[src/rtl/data_type_pkg.sv]
// Shared types and constants for the angle pipeline and its arbiter.
// Angles are Q.8 radians, so pi/2 is 402 and pi is 804.
package data_type;

    localparam int ANG_LAT = 7;
    localparam int ID_W    = 2;
    localparam int XY_W    = 19;

    typedef logic signed [15:0] gamma_t;
    typedef logic signed [15:0] ang_t;

    localparam ang_t ANG_HALF_PI = 16'sd402;

    typedef struct packed {
        logic            valid;
        logic [ID_W-1:0] id;
    } tag_t;

    // atan(2^-i) in Q.8, rounded to nearest.
    function automatic ang_t atan_q8(input int i);
        case (i)
            0:       return 16'sd201;
            1:       return 16'sd119;
            2:       return 16'sd63;
            3:       return 16'sd32;
            4:       return 16'sd16;
            5:       return 16'sd8;
            default: return '0;
        endcase
    endfunction

endpackage

[src/rtl/angle.sv]
// Pipelined vectoring CORDIC: one quadrant pre-rotation stage, then one
// stage per iteration. The result is valid ANG_LAT cycles after the inputs are sampled.
module angle
    import data_type::*;
(
    input  logic   clk,
    input  logic   rst,
    input  gamma_t real_in,
    input  gamma_t imag_in,
    output ang_t   ang_out
);

    typedef logic signed [XY_W-1:0] xy_t;

    xy_t  x_q [ANG_LAT];
    xy_t  y_q [ANG_LAT];
    ang_t z_q [ANG_LAT];
    xy_t  re_x;
    xy_t  im_x;

    // Extra headroom bits absorb the CORDIC gain and negation of the most negative input.
    assign re_x = xy_t'(real_in);
    assign im_x = xy_t'(imag_in);

    always_ff @(posedge clk) begin
        if (rst) begin
            for (int i = 0; i < ANG_LAT; i++) begin
                x_q[i] <= '0;
                y_q[i] <= '0;
                z_q[i] <= '0;
            end
        end else begin
            // Fold the left half-plane onto the right half-plane so the iterations converge.
            if (re_x[XY_W-1] && !im_x[XY_W-1]) begin
                x_q[0] <= im_x;
                y_q[0] <= -re_x;
                z_q[0] <= ANG_HALF_PI;
            end else if (re_x[XY_W-1]) begin
                x_q[0] <= -im_x;
                y_q[0] <= re_x;
                z_q[0] <= -ANG_HALF_PI;
            end else begin
                x_q[0] <= re_x;
                y_q[0] <= im_x;
                z_q[0] <= '0;
            end
            for (int i = 1; i < ANG_LAT; i++) begin
                if (!y_q[i-1][XY_W-1]) begin
                    x_q[i] <= x_q[i-1] + (y_q[i-1] >>> (i-1));
                    y_q[i] <= y_q[i-1] - (x_q[i-1] >>> (i-1));
                    z_q[i] <= z_q[i-1] + atan_q8(i-1);
                end else begin
                    x_q[i] <= x_q[i-1] - (y_q[i-1] >>> (i-1));
                    y_q[i] <= y_q[i-1] + (x_q[i-1] >>> (i-1));
                    z_q[i] <= z_q[i-1] - atan_q8(i-1);
                end
            end
        end
    end

    assign ang_out = z_q[ANG_LAT-1];

endmodule

[src/rtl/angle_arbiter.sv]
// Round-robin front end sharing one angle pipeline between NREQ requesters.
// A tag pipeline tracks who owns each in-flight result.
module angle_arbiter #(
    parameter int NREQ    = 2,
    parameter int ANG_LAT = data_type::ANG_LAT
) (
    input  logic                                clk,
    input  logic                                rst,
    input  logic [NREQ-1:0]                     req_valid,
    output logic [NREQ-1:0]                     req_ready,
    input  data_type::gamma_t [NREQ-1:0]        req_real,
    input  data_type::gamma_t [NREQ-1:0]        req_imag,
    output logic [NREQ-1:0]                     rsp_valid,
    output data_type::ang_t                     rsp_ang,
    output logic [$clog2(ANG_LAT+2)-1:0]        inflight
);

    localparam int PW = $clog2(NREQ);

    logic [PW-1:0]     ptr;
    logic [PW-1:0]     gid;
    logic [PW:0]       cand;
    logic              gnt;
    logic              accept;
    logic              respond;
    data_type::gamma_t ang_re;
    data_type::gamma_t ang_im;
    data_type::ang_t   ang_out;
    data_type::tag_t   tag_q [ANG_LAT];
    data_type::tag_t   tag_out;

    always_comb begin
        gnt       = 1'b0;
        gid       = '0;
        cand      = '0;
        req_ready = '0;
        for (int k = 0; k < NREQ; k++) begin
            cand = {1'b0, ptr} + (PW+1)'(k);
            if (cand >= (PW+1)'(NREQ)) cand = cand - (PW+1)'(NREQ);
            if (!gnt && req_valid[cand[PW-1:0]]) begin
                gnt = 1'b1;
                gid = cand[PW-1:0];
            end
        end
        if (gnt && !rst) req_ready[gid] = 1'b1;
    end

    assign accept = gnt && !rst;
    assign ang_re = accept ? req_real[gid] : '0;
    assign ang_im = accept ? req_imag[gid] : '0;

    angle u_angle (
        .clk     (clk),
        .rst     (rst),
        .real_in (ang_re),
        .imag_in (ang_im),
        .ang_out (ang_out)
    );

    always_ff @(posedge clk) begin
        if (rst) begin
            ptr <= '0;
            for (int i = 0; i < ANG_LAT; i++) tag_q[i] <= '0;
        end else begin
            if (accept) ptr <= (gid == PW'(NREQ-1)) ? '0 : gid + 1'b1;
            tag_q[0] <= '{valid: accept, id: data_type::ID_W'(gid)};
            for (int i = 1; i < ANG_LAT; i++) tag_q[i] <= tag_q[i-1];
        end
    end

    assign tag_out = tag_q[ANG_LAT-1];
    assign respond = |rsp_valid;

    always_ff @(posedge clk) begin
        if (rst) begin
            rsp_valid <= '0;
            rsp_ang   <= '0;
            inflight  <= '0;
        end else begin
            for (int i = 0; i < NREQ; i++)
                rsp_valid[i] <= tag_out.valid && (tag_out.id == data_type::ID_W'(i));
            if (tag_out.valid) rsp_ang <= ang_out;
            if (accept && !respond)      inflight <= inflight + 1'b1;
            else if (!accept && respond) inflight <= inflight - 1'b1;
        end
    end

endmodule

[config.mk]
export PLATFORM = sky130hd
export DESIGN_NAME = angle_arbiter
export DESIGN_NICKNAME = d
export VERILOG_FILES = /design/src/rtl/data_type_pkg.sv /design/src/rtl/angle.sv /design/src/rtl/angle_arbiter.sv
export SDC_FILE = /design/constraint.sdc
export NUM_CORES = 1
export LEC_CHECK = 0
export CAP_MARGIN = 25
export CORE_MARGIN = 4
export CORE_UTILIZATION = 63
export DETAILED_ROUTE_END_ITERATION = 10
export GPL_ROUTABILITY_DRIVEN = 0
export PLACE_DENSITY = 0.91
export SYNTH_ARGS = -nofsm -noshare
export SYNTH_HDL_FRONTEND = slang
export SYNTH_SLANG_ARGS = --single-unit
[constraint.sdc]
create_clock -name clk -period 5.8 [get_ports clk]
set_input_delay 1.45 -clock clk [delete_from_list [all_inputs] [get_ports clk]]
set_output_delay 1.45 -clock clk [all_outputs]
set_load 0.01 [all_outputs]
==> summary.txt <==
Status
  • Outcome: completed

Synth
  • EDFF count, synth: 285
  • Syn Area/Cell: 9.19 um^2
  • Synth Area in Compound Gates: 0.193
  • Largest family of logic cells by synthesized area: compound AO/OA/AOI/OAI gates
  • Synth Instances: 2804
  • Register area share after synthesis: 0.361
  • Synth area leader: edfxtp_1
  • Synth top area cells: edfxtp_1, ha_1, nor2_1
  • Multiplexer share of the synthesized area: 0.0173
  • Most frequent cell after synthesis: nor2_1
  • Asr flop ratio synth: 0
  • XOR/XNOR share of the synthesized area: 0.0884
  • Post-synthesis register bit count: 322
  • Post-synth top area share: 0.332
  • Unique masters post-synth: 78
  • Simple-Gate Fraction of Synth Area: 0.161
  • Main synth FF type: edfxtp_1
  • Top post-synthesis cells by count: nor2_1, edfxtp_1, ha_1
  • Syn Std Cell Area: 25800 um^2
  • YS warnings: 0
  • Adder-cell area share of the yosys netlist: 0.141

Critical path
  • Worst path required time: 6.16 ns
  • Critical path arrival: 5.31 ns
  • Worst flop-to-flop path startpoint: u_angle.y_q[0][64]
  • CP Capture Type: flop
  • Setup crit start: rst
  • Worst setup SP type: primary input
  • Maximum fanout along the worst path: 13
  • Worst Path Class, Setup: in2reg

Route
  • Mean number of vias per cell: 6.02
  • Iteration-0 DRC Markers: 2131
  • ANT nets after route: 0
  • Initial DRT Pass Iterations: 7
  • Routed WL: 60400 um
  • WL/cell: 16.4 um
  • Residual DRC: 0
  • Routed via count: 22.2k

Clock network
  • Root Buffer: clkbuf_16
  • Clock sinks: 322
  • Max clock buf depth: 3
  • Setup repair bufs after CTS: 0
  • TritonCTS buffer count: 36
  • CTS tree: yes
  • Worst skew pair latency: 0.55 ns
  • CTS clk-pin slew, worst paths: 0.06 ns
  • CTS H-Tree Depth: 2
  • Post-CTS Resized: 0
  • Hold_buf cts: 0

Floorplan
  • Core footprint: 40100 um^2
  • Starting Density: 0.642
  • I/O pin total: 92
  • Die Width: 210 um
  • Number of cell rows: 73
  • Die height: 210 um
  • Die area: 44200 um^2

Layout
  • Synthesis-to-finish area growth: 13.8%
  • Multi-input logic area: 16600 um^2
  • # fillers: 2701
  • Register area: 9300 um^2
  • Fraction of layout cells with a size suffix above 1: 0.0344
  • Number of diodes: 0
  • Util after Layout: 0.731
  • Nets: 3490

STA
  • Worst setup margin: 0.849 ns
  • Min Tclk post-route: 4.95 ns
  • Fin crit share: 0.854
  • Setup Viol. Count Final: 0
  • Slew margin rel.: 0.316
  • Final Skew: 0.0305 ns
  • RSZ-0062 raised after global routing: false
  • Hold Fails Final Rpt: 0
  • Slew Limit Fails: 0
  • Slew @ Worst Pin: 1.02 ns
  • Max Freq: 0.202 GHz
  • Total negative slack: 0 ns

Min path
  • Hold WC Path Type: reg2reg
  • Worst Min Path Start: tag_q[6][0]

Pwr
  • Maximum VDD drop: 0.217 mV
  • Pwr/cell area: 368 nW/um^2
  • LEAKAGE: 12.5 nW
  • Total power: 10.8 mW

Place
  • DP Wirelength: 45300 um
  • IO buf count: 91
  • Pre-CTS setup slack: 0.426 ns

Global routing
  • Initial antenna violation count: 0
  • GRT Overall Usage: 0.265
  • Grt total ovfl: 0
  • Largest net degree at the start of global routing: 206
  • First-pass GRT wire length: 100000 um
  • Vias in the first global route: 22.3k

Run
  • Max Cap Viol: 0
## per-layer routing
metal	wire, um	up-vias	GRT usage	part of all wire
met3	3730	304	0.0314	0.062
met5	0	-	0	0
met4	3250	0	0.138	0.054
met1	22400	10128	0.287	0.37
li1	-	10633	-	-
met2	31100	1169	0.504	0.51
## cells in the final DEF, fill, tap and decap left out, types with 17 or more instances in the layout
| cell type | netlist | final |
|---|---|---|
| xnor2_1 | 148 | 148 |
| edfxtp_1 | 285 | 285 |
| xor2_1 | 112 | 112 |
| and2_1 | 22 | 22 |
| or2_2 | 17 | 17 |
| nor4_1 | 19 | 19 |
| conb_1 | 2 | 288 |
| dfxtp_1 | 37 | 37 |
| a21o_1 | 66 | 66 |
| a31oi_1 | 37 | 37 |
| nand3_1 | 38 | 38 |
| o21a_1 | 32 | 32 |
| ha_1 | 266 | 266 |
| nor3_1 | 81 | 81 |
| o31ai_1 | 38 | 38 |
| o21bai_1 | 19 | 19 |
| o21ai_0 | 173 | 173 |
| mux2i_1 | 31 | 31 |
| clkbuf_16 | 0 | 37 |
| and3_1 | 30 | 30 |
| nor2b_1 | 81 | 81 |
| a32oi_1 | 36 | 36 |
| a21oi_1 | 202 | 202 |
| inv_1 | 160 | 160 |
| nand2_1 | 134 | 134 |
| a211oi_1 | 38 | 38 |
| or3_1 | 19 | 19 |
| nor2_1 | 371 | 371 |
| clkdlybuf4s50_1 | 0 | 90 |
## flip-flops by register name (all words and copies together) (netlist names)
signal       cells
u_angle.y_q     95
u_angle.z_q     99
ptr              1
rsp_valid        2
tag_q           14
inflight         4
rsp_ang         16
u_angle.x_q     91
## where the power goes
part	switching, mW	leakage (nW)	internal [mW]
registers	0.390	3.20	3.09
logic	2.94	8.71	2.15
clock network	0.921	0.560	1.29
## cell type report
class	instances	area share
Multi-Input combinational cell	2512	0.565
Sequential cell	322	0.317
Timing Repair Buffer	106	0.0355
Clock buffer	44	0.0332
Tap cell	525	0.0224
Inverter	163	0.0209
Clock inverter	19	0.00610
## final timing paths
check                       end  slack, ns  cells past startpoint
min reg2reg        rsp_valid[0]       0.42                      1
max reg2reg  u_angle.x_q[4][16]       1.47                     13
max          u_angle.y_q[0][75]       0.85                     14
min                rsp_valid[0]       0.42                      1
## worst max-delay path, cell delays in order
cell,delay (ns)
buf_8,0.09
inv_1,0.35
nand2_1,0.35
inv_1,0.22
nor2_1,0.07
xor2_1,0.14
ha_1,0.35
a211o_1,0.38
a2111oi_2,0.41
o21ai_1,0.22
a2111oi_2,0.63
o21ai_0,0.17
and3_1,0.21
o31ai_1,0.25
## logic make-up after synthesis
logic type / after synthesis
flops: 322
compound gates: 766
mux: 43
xor+xnor: 260
buf+inv: 256
fa+ha+maj: 281
other cells: 2
simple gates: 874
## stage by stage
stage | area [um^2] | hold slack (ns) | cells
2_1_floorplan | 26800 | 0.389 | 3090
3_3_place_gp | 28200 | 0.400 | 3628
3_5_place_dp | 28200 | 0.416 | 3628
4_1_cts | 29300 | 0.424 | 3691
5_1_grt | 29300 | 0.436 | 3691
6_report | 29300 | 0.423 | 3691
No activity file was read; power rests on OpenSTA's default activity.
